**config.mk**
```make
export PLATFORM = sky130hd
export DESIGN_NAME = line_rasterizer
export DESIGN_NICKNAME = d
export VERILOG_FILES = /design/src/rtl/line_rasterizer.sv
export SDC_FILE = /design/constraint.sdc
export NUM_CORES = 1
export LEC_CHECK = 0
export CAP_MARGIN = 15
export CORE_MARGIN = 1
export CORE_UTILIZATION = 40
export CTS_CLUSTER_SIZE = 40
export DETAILED_ROUTE_END_ITERATION = 6
export PLACE_DENSITY = 0.6
export SLEW_MARGIN = 40
export SYNTH_ARGS = -nofsm -noshare
export SYNTH_HDL_FRONTEND = slang
export SYNTH_SLANG_ARGS = --single-unit
```
**constraint.sdc**
```tcl
create_clock -name clock -period 5 [get_ports clock]
set_input_delay 1.5 -clock clock [delete_from_list [all_inputs] [get_ports clock]]
set_output_delay 1.5 -clock clock [all_outputs]
set_load 0.01 [all_outputs]
```
**src/rtl/line_rasterizer.sv**
```systemverilog
// Bresenham line rasterizer: accepts one endpoint-pair command, walks the line
// one point per clock and writes clipped pixels into a downstream FIFO.
//
//   state | meaning
//   IDLE  | waiting for a command, cmd_ready high
//   SETUP | derive deltas, step directions and initial error from the latched command
//   DRAW  | one Bresenham step per non-stalled cycle; after the end point, one drain cycle
//   DONE  | done pulse, then back to IDLE

module line_rasterizer #(
    parameter int SCREEN_WIDTH  = 640,
    parameter int SCREEN_HEIGHT = 480
) (
    input  logic        clock,
    input  logic        reset_n,
    input  logic        cmd_valid,
    output logic        cmd_ready,
    input  logic [15:0] x0,
    input  logic [15:0] y0,
    input  logic [15:0] x1,
    input  logic [15:0] y1,
    input  logic [31:0] colour,
    output logic [63:0] pixel_data,
    output logic        pixel_data_valid,
    input  logic        pixel_fifo_full,
    output logic        busy,
    output logic        done
);

    typedef enum logic [1:0] {
        IDLE  = 2'd0,
        SETUP = 2'd1,
        DRAW  = 2'd2,
        DONE  = 2'd3
    } state_t;

    localparam logic [16:0] X_LIM = 17'(SCREEN_WIDTH);
    localparam logic [16:0] Y_LIM = 17'(SCREEN_HEIGHT);

    state_t             state_q, state_d;
    logic [15:0]        x0_q, x0_d, y0_q, y0_d, x1_q, x1_d, y1_q, y1_d;
    logic [31:0]        colour_q, colour_d;
    logic [15:0]        x_q, x_d, y_q, y_d;
    logic signed [17:0] dx_q, dx_d, dy_q, dy_d, err_q, err_d;
    logic               sx_neg_q, sx_neg_d, sy_neg_q, sy_neg_d;
    logic               last_q, last_d;
    logic [63:0]        pixel_q, pixel_d;
    logic               valid_q, valid_d;

    logic [15:0]        adx, ady;
    logic signed [17:0] e2;
    logic signed [17:0] err_step;
    logic               step_x, step_y;
    logic               in_bounds, at_end;
    logic [15:0]        x_inc, y_inc;

    assign adx = (x1_q >= x0_q) ? (x1_q - x0_q) : (x0_q - x1_q);
    assign ady = (y1_q >= y0_q) ? (y1_q - y0_q) : (y0_q - y1_q);

    // Both step decisions use the pre-step error; a diagonal step applies both.
    assign e2       = err_q <<< 1;
    assign step_x   = (e2 >= dy_q);
    assign step_y   = (e2 <= dx_q);
    assign err_step = err_q + (step_x ? dy_q : 18'sd0) + (step_y ? dx_q : 18'sd0);

    assign x_inc     = sx_neg_q ? 16'hFFFF : 16'h0001;
    assign y_inc     = sy_neg_q ? 16'hFFFF : 16'h0001;
    assign in_bounds = ({1'b0, x_q} < X_LIM) && ({1'b0, y_q} < Y_LIM);
    assign at_end    = (x_q == x1_q) && (y_q == y1_q);

    always_ff @(posedge clock) begin
        if (!reset_n) begin
            state_q  <= IDLE;
            x0_q     <= '0;
            y0_q     <= '0;
            x1_q     <= '0;
            y1_q     <= '0;
            colour_q <= '0;
            x_q      <= '0;
            y_q      <= '0;
            dx_q     <= '0;
            dy_q     <= '0;
            err_q    <= '0;
            sx_neg_q <= 1'b0;
            sy_neg_q <= 1'b0;
            last_q   <= 1'b0;
            pixel_q  <= '0;
            valid_q  <= 1'b0;
        end else begin
            state_q  <= state_d;
            x0_q     <= x0_d;
            y0_q     <= y0_d;
            x1_q     <= x1_d;
            y1_q     <= y1_d;
            colour_q <= colour_d;
            x_q      <= x_d;
            y_q      <= y_d;
            dx_q     <= dx_d;
            dy_q     <= dy_d;
            err_q    <= err_d;
            sx_neg_q <= sx_neg_d;
            sy_neg_q <= sy_neg_d;
            last_q   <= last_d;
            pixel_q  <= pixel_d;
            valid_q  <= valid_d;
        end
    end

    always_comb begin
        state_d  = state_q;
        x0_d     = x0_q;
        y0_d     = y0_q;
        x1_d     = x1_q;
        y1_d     = y1_q;
        colour_d = colour_q;
        x_d      = x_q;
        y_d      = y_q;
        dx_d     = dx_q;
        dy_d     = dy_q;
        err_d    = err_q;
        sx_neg_d = sx_neg_q;
        sy_neg_d = sy_neg_q;
        last_d   = last_q;
        pixel_d  = pixel_q;
        valid_d  = 1'b0;

        case (state_q)
            IDLE: begin
                if (cmd_valid) begin
                    x0_d     = x0;
                    y0_d     = y0;
                    x1_d     = x1;
                    y1_d     = y1;
                    colour_d = colour;
                    state_d  = SETUP;
                end
            end

            SETUP: begin
                dx_d     = $signed({2'b00, adx});
                dy_d     = -$signed({2'b00, ady});
                err_d    = $signed({2'b00, adx}) - $signed({2'b00, ady});
                sx_neg_d = !(x0_q < x1_q);
                sy_neg_d = !(y0_q < y1_q);
                x_d      = x0_q;
                y_d      = y0_q;
                last_d   = 1'b0;
                state_d  = DRAW;
            end

            DRAW: begin
                // The end point's pixel is visible for one more DRAW cycle so
                // that valid never overlaps the done pulse.
                if (last_q) begin
                    state_d = DONE;
                end else if (!pixel_fifo_full) begin
                    if (in_bounds) begin
                        pixel_d = {x_q, y_q, colour_q};
                        valid_d = 1'b1;
                    end
                    if (at_end) begin
                        last_d = 1'b1;
                    end else begin
                        err_d = err_step;
                        if (step_x) x_d = x_q + x_inc;
                        if (step_y) y_d = y_q + y_inc;
                    end
                end
            end

            DONE: begin
                state_d = IDLE;
            end

            default: begin
                state_d = IDLE;
            end
        endcase
    end

    assign cmd_ready        = (state_q == IDLE);
    assign busy             = (state_q != IDLE);
    assign done             = (state_q == DONE);
    assign pixel_data       = pixel_q;
    assign pixel_data_valid = valid_q;

endmodule

```
==> flow_summary.toml <==
[floorplanning]
placement_rows = 75
pin_count = 168
dieArea_sq_mm = 0.04330
die_w_um = 208.1
die_y_um = 208.1
initial_utilization_pct = 40.50
coreArea_sq_mm = 0.04195

[setup_path]
setup.worst_path.start_class = "flip-flop"
crit_family = "compound AO/OA/AOI/OAI gates"
critPathKind = "flip-flop to flip-flop"
path_max_fanout = 9
cp_cell_sequence = "ha_1 -> or4b_2 -> a21oi_1 -> o211ai_1 -> a31oi_2 -> nor2b_4 -> and2_1 -> fa_1 -> ha_1 -> inv_1 -> fa_1 -> nor2b_1 -> o21ai_1 -> a21oi_1 -> buf_4 -> a211oi_4 -> nor3_1 -> o21a_1 -> o31ai_2 -> o22ai_1 -> a41o_1"
slowest_delay_ns = 0.60
end_kind = "flip-flop"
arrival_ns = 5.30
crit_path_top_delay_cell = "or4b_2"
cp.buffers_inverters = 2
cp_data_required_time_ns = 5.48

[detailed_routing]
drtIter0Drc = 999
ant_nets = 0
via_per_inst = 5.577
wl_per_cell_um = 19.09
vias = 16302
wl_um = 55800
drcViolationCount = 0
firstDrtPassIters = 7

[logic_synthesis]
synth_fp_nets = 2457
async_flop_share_pct = 0
synth_top_area_cell = "dfxtp_1"
yosysWarnings = 0
ys_ff_latch = 249
synth.most_common_cell = "nand2_1"
syn-cell-area_sq_mm = 0.01699
syn_inst = 2173
syn_avg_cell_area_sq_um = 7.819
synth_area_leaders = "dfxtp_1 29%, ha_1 12%, nand2_1 8.0%, a21oi_1 7.2%, inv_1 3.4%"
yosys_most_used_dff = "dfxtp_1"
synth_edf_count = 0
yosysUniqueCellTypes = 81
yosys-top-cells-count = "361 x nand2_1, 249 x dfxtp_1, 243 x a21oi_1"
yosysSeqAreaShare_pct = 29.34
synth_top_area_share_pct = 29.34

[job]
cap_violations = 0

[global_route]
grt_overflow = 0
grt_max_degree = 105
grt_pass1_wl_um = 87170
grt_usage_pct = 25.07
grt_pass1_vias = 15825
antenna_found_initial = 1

[clock_tree]
htreeDepth = 1
clk_pin_slew_ns = 0.06
cts_root_buf = "clkbuf_16"
cts_tree = "done"
ctsHoldBuffers = 0
clock_sinks = 249
ctsLongestPathBuffers = 3
numCtsBuffers = 31
insertion_delay_ns = 0.60

[min_path]
worstHoldPathType = "flip-flop to flip-flop"

[placed_design]
hpwl_um = 41660
finalWeightedCongestion = 0.9459
portBuffers = 167
place_inst = 2866
dp_slack_ns = -0.09153

[power_and_ir_drop]
powerDensity_mw_per_mm2 = 827.1
fin_total_pwr_uw = 17290
p_leak_uw = 0.008658
ir_drop_mv = 0.5125

[timing]
fin_crit_ns = 4.822
final_hold_viol_count = 0
fin_crit_sh_pct = 96.43
slew_violations = 0
finalSetupTns_ns = 0
worst_slack_ns = 0.1785
finalClockSkew_ns = 0.01999
fin_hold_ws_ns = 0.4508
slew-limit-headroom_pct = 42.01
tightest_slew_ns = 0.8699
timing.fmax_mhz = 207.4
setup_violations = 0

[cells_and_area]
seq_area_sq_mm = 0.004986
fillers = 4047
area_growth_syn_to_layout_pct = 23.01
nNetsFinal = 2645
diodes = 0
drive_above_1_share_pct = 8.851
multi_input_area_sq_mm = 0.01112
fin_cells = 2923

[outcome]
status = "completed"
worst paths after layout:
check                from             end  slack [ns]  cells after the start
max             err_q[16]       err_q[13]        0.18                     21
min          colour_q[29]  pixel_data[29]        0.45                      2
max reg2reg     err_q[16]       err_q[13]        0.18                     21
min reg2reg  colour_q[29]  pixel_data[29]        0.45                      2
per-layer routing:
| layer | up-vias | wire length, um | GRT usage [%] |
|---|---|---|---|
| li1 | 7978 | - | - |
| met3 | 96 | 3550 | 4.830 |
| met5 | - | 0 | 0 |
| met2 | 477 | 25070 | 40.82 |
| met1 | 7751 | 25240 | 33.15 |
| met4 | 0 | 1940 | 8.404 |
per-stage QoR:
| stage | utilization [%] | instance area [sq um] |
|---|---|---|
| final | 49.83 | 20900 |
| after global routing | 49.83 | 20900 |
| after CTS | 49.56 | 20790 |
| after detailed placement | 46.97 | 19700 |
| after global placement | 46.96 | 19700 |
| after floorplan | - | 16990 |
flip-flops by register name (all words and copies together), names as in the netlist, 2 cells and up:
signal,cells
pixel_data,64
colour_q,32
dy_q,18
err_q,17
dx_q,16
x0_q,16
x1_q,16
x_q,16
y0_q,16
y1_q,16
y_q,16
state_q,2
where the power goes:
group	leakage [uW]	internal, uW	switching [uW]
combinational	0.00609	4920	7080
clock	0.000529	1410	955
sequential	0.00203	2430	485
total	0.00866	8760	8520
worst min-delay path: stages (launching register included):
cell,delay [ns]
dfxtp_1,0.31
nand2_1,0.05
a21oi_1,0.05
layout make-up:
cell class | count | area share (%)
Multi-Input combinational cell | 1656 | 53.20
Sequential cell | 249 | 23.86
Timing Repair Buffer | 270 | 11.79
Clock buffer | 41 | 4.274
Tap cell | 539 | 3.227
Inverter | 153 | 2.772
Clock inverter | 15 | 0.8740
what timing repair did:
item	in CTS	in global routing
setup endpoints to repair	3	8
resized for setup	2	28
gates cloned	0	0
hold endpoints to repair	0	0
pin swaps	0	2
setup buffers	0	1
logic make-up (layout without fill, tap and decap cells):
| logic type | after synthesis | count (layout) | share of synthesized area (%) |
|---|---|---|---|
| flip-flops | 249 | 249 | 29.34 |
| multiplexers | 45 | 45 | 2.658 |
| XOR/XNOR | 101 | 101 | 5.207 |
| AO/OA/AOI/OAI | 603 | 603 | 22.81 |
| AND/OR/NAND/NOR | 723 | 723 | 19.29 |
| buffers and inverters | 268 | 479 | 6.075 |
| adder cells (fa/ha/maj) | 184 | 184 | 14.61 |
layout by cell type, fill, tap and decap left out, types with 16 or more instances in the layout:
| cell | Yosys | routed |
|---|---|---|
| fa_1 | 24 | 24 |
| nand2_1 | 361 | 360 |
| nor3_1 | 48 | 46 |
| o21ai_0 | 87 | 81 |
| ha_1 | 160 | 159 |
| a211oi_1 | 56 | 54 |
| xnor2_1 | 58 | 57 |
| nand4_1 | 17 | 17 |
| nor2b_1 | 17 | 16 |
| clkbuf_16 | 0 | 31 |
| and2_1 | 24 | 23 |
| a21o_1 | 39 | 39 |
| buf_4 | 0 | 101 |
| nand3_1 | 35 | 35 |
| o211ai_1 | 19 | 19 |
| o21a_1 | 24 | 24 |
| nor2_1 | 120 | 120 |
| a21oi_1 | 243 | 241 |
| xor2_1 | 43 | 43 |
| dfxtp_1 | 249 | 248 |
| and3_1 | 21 | 21 |
| clkdlybuf4s50_1 | 0 | 166 |
| mux2i_1 | 44 | 44 |
| inv_1 | 152 | 152 |
(Power assumes the default switching activity.)
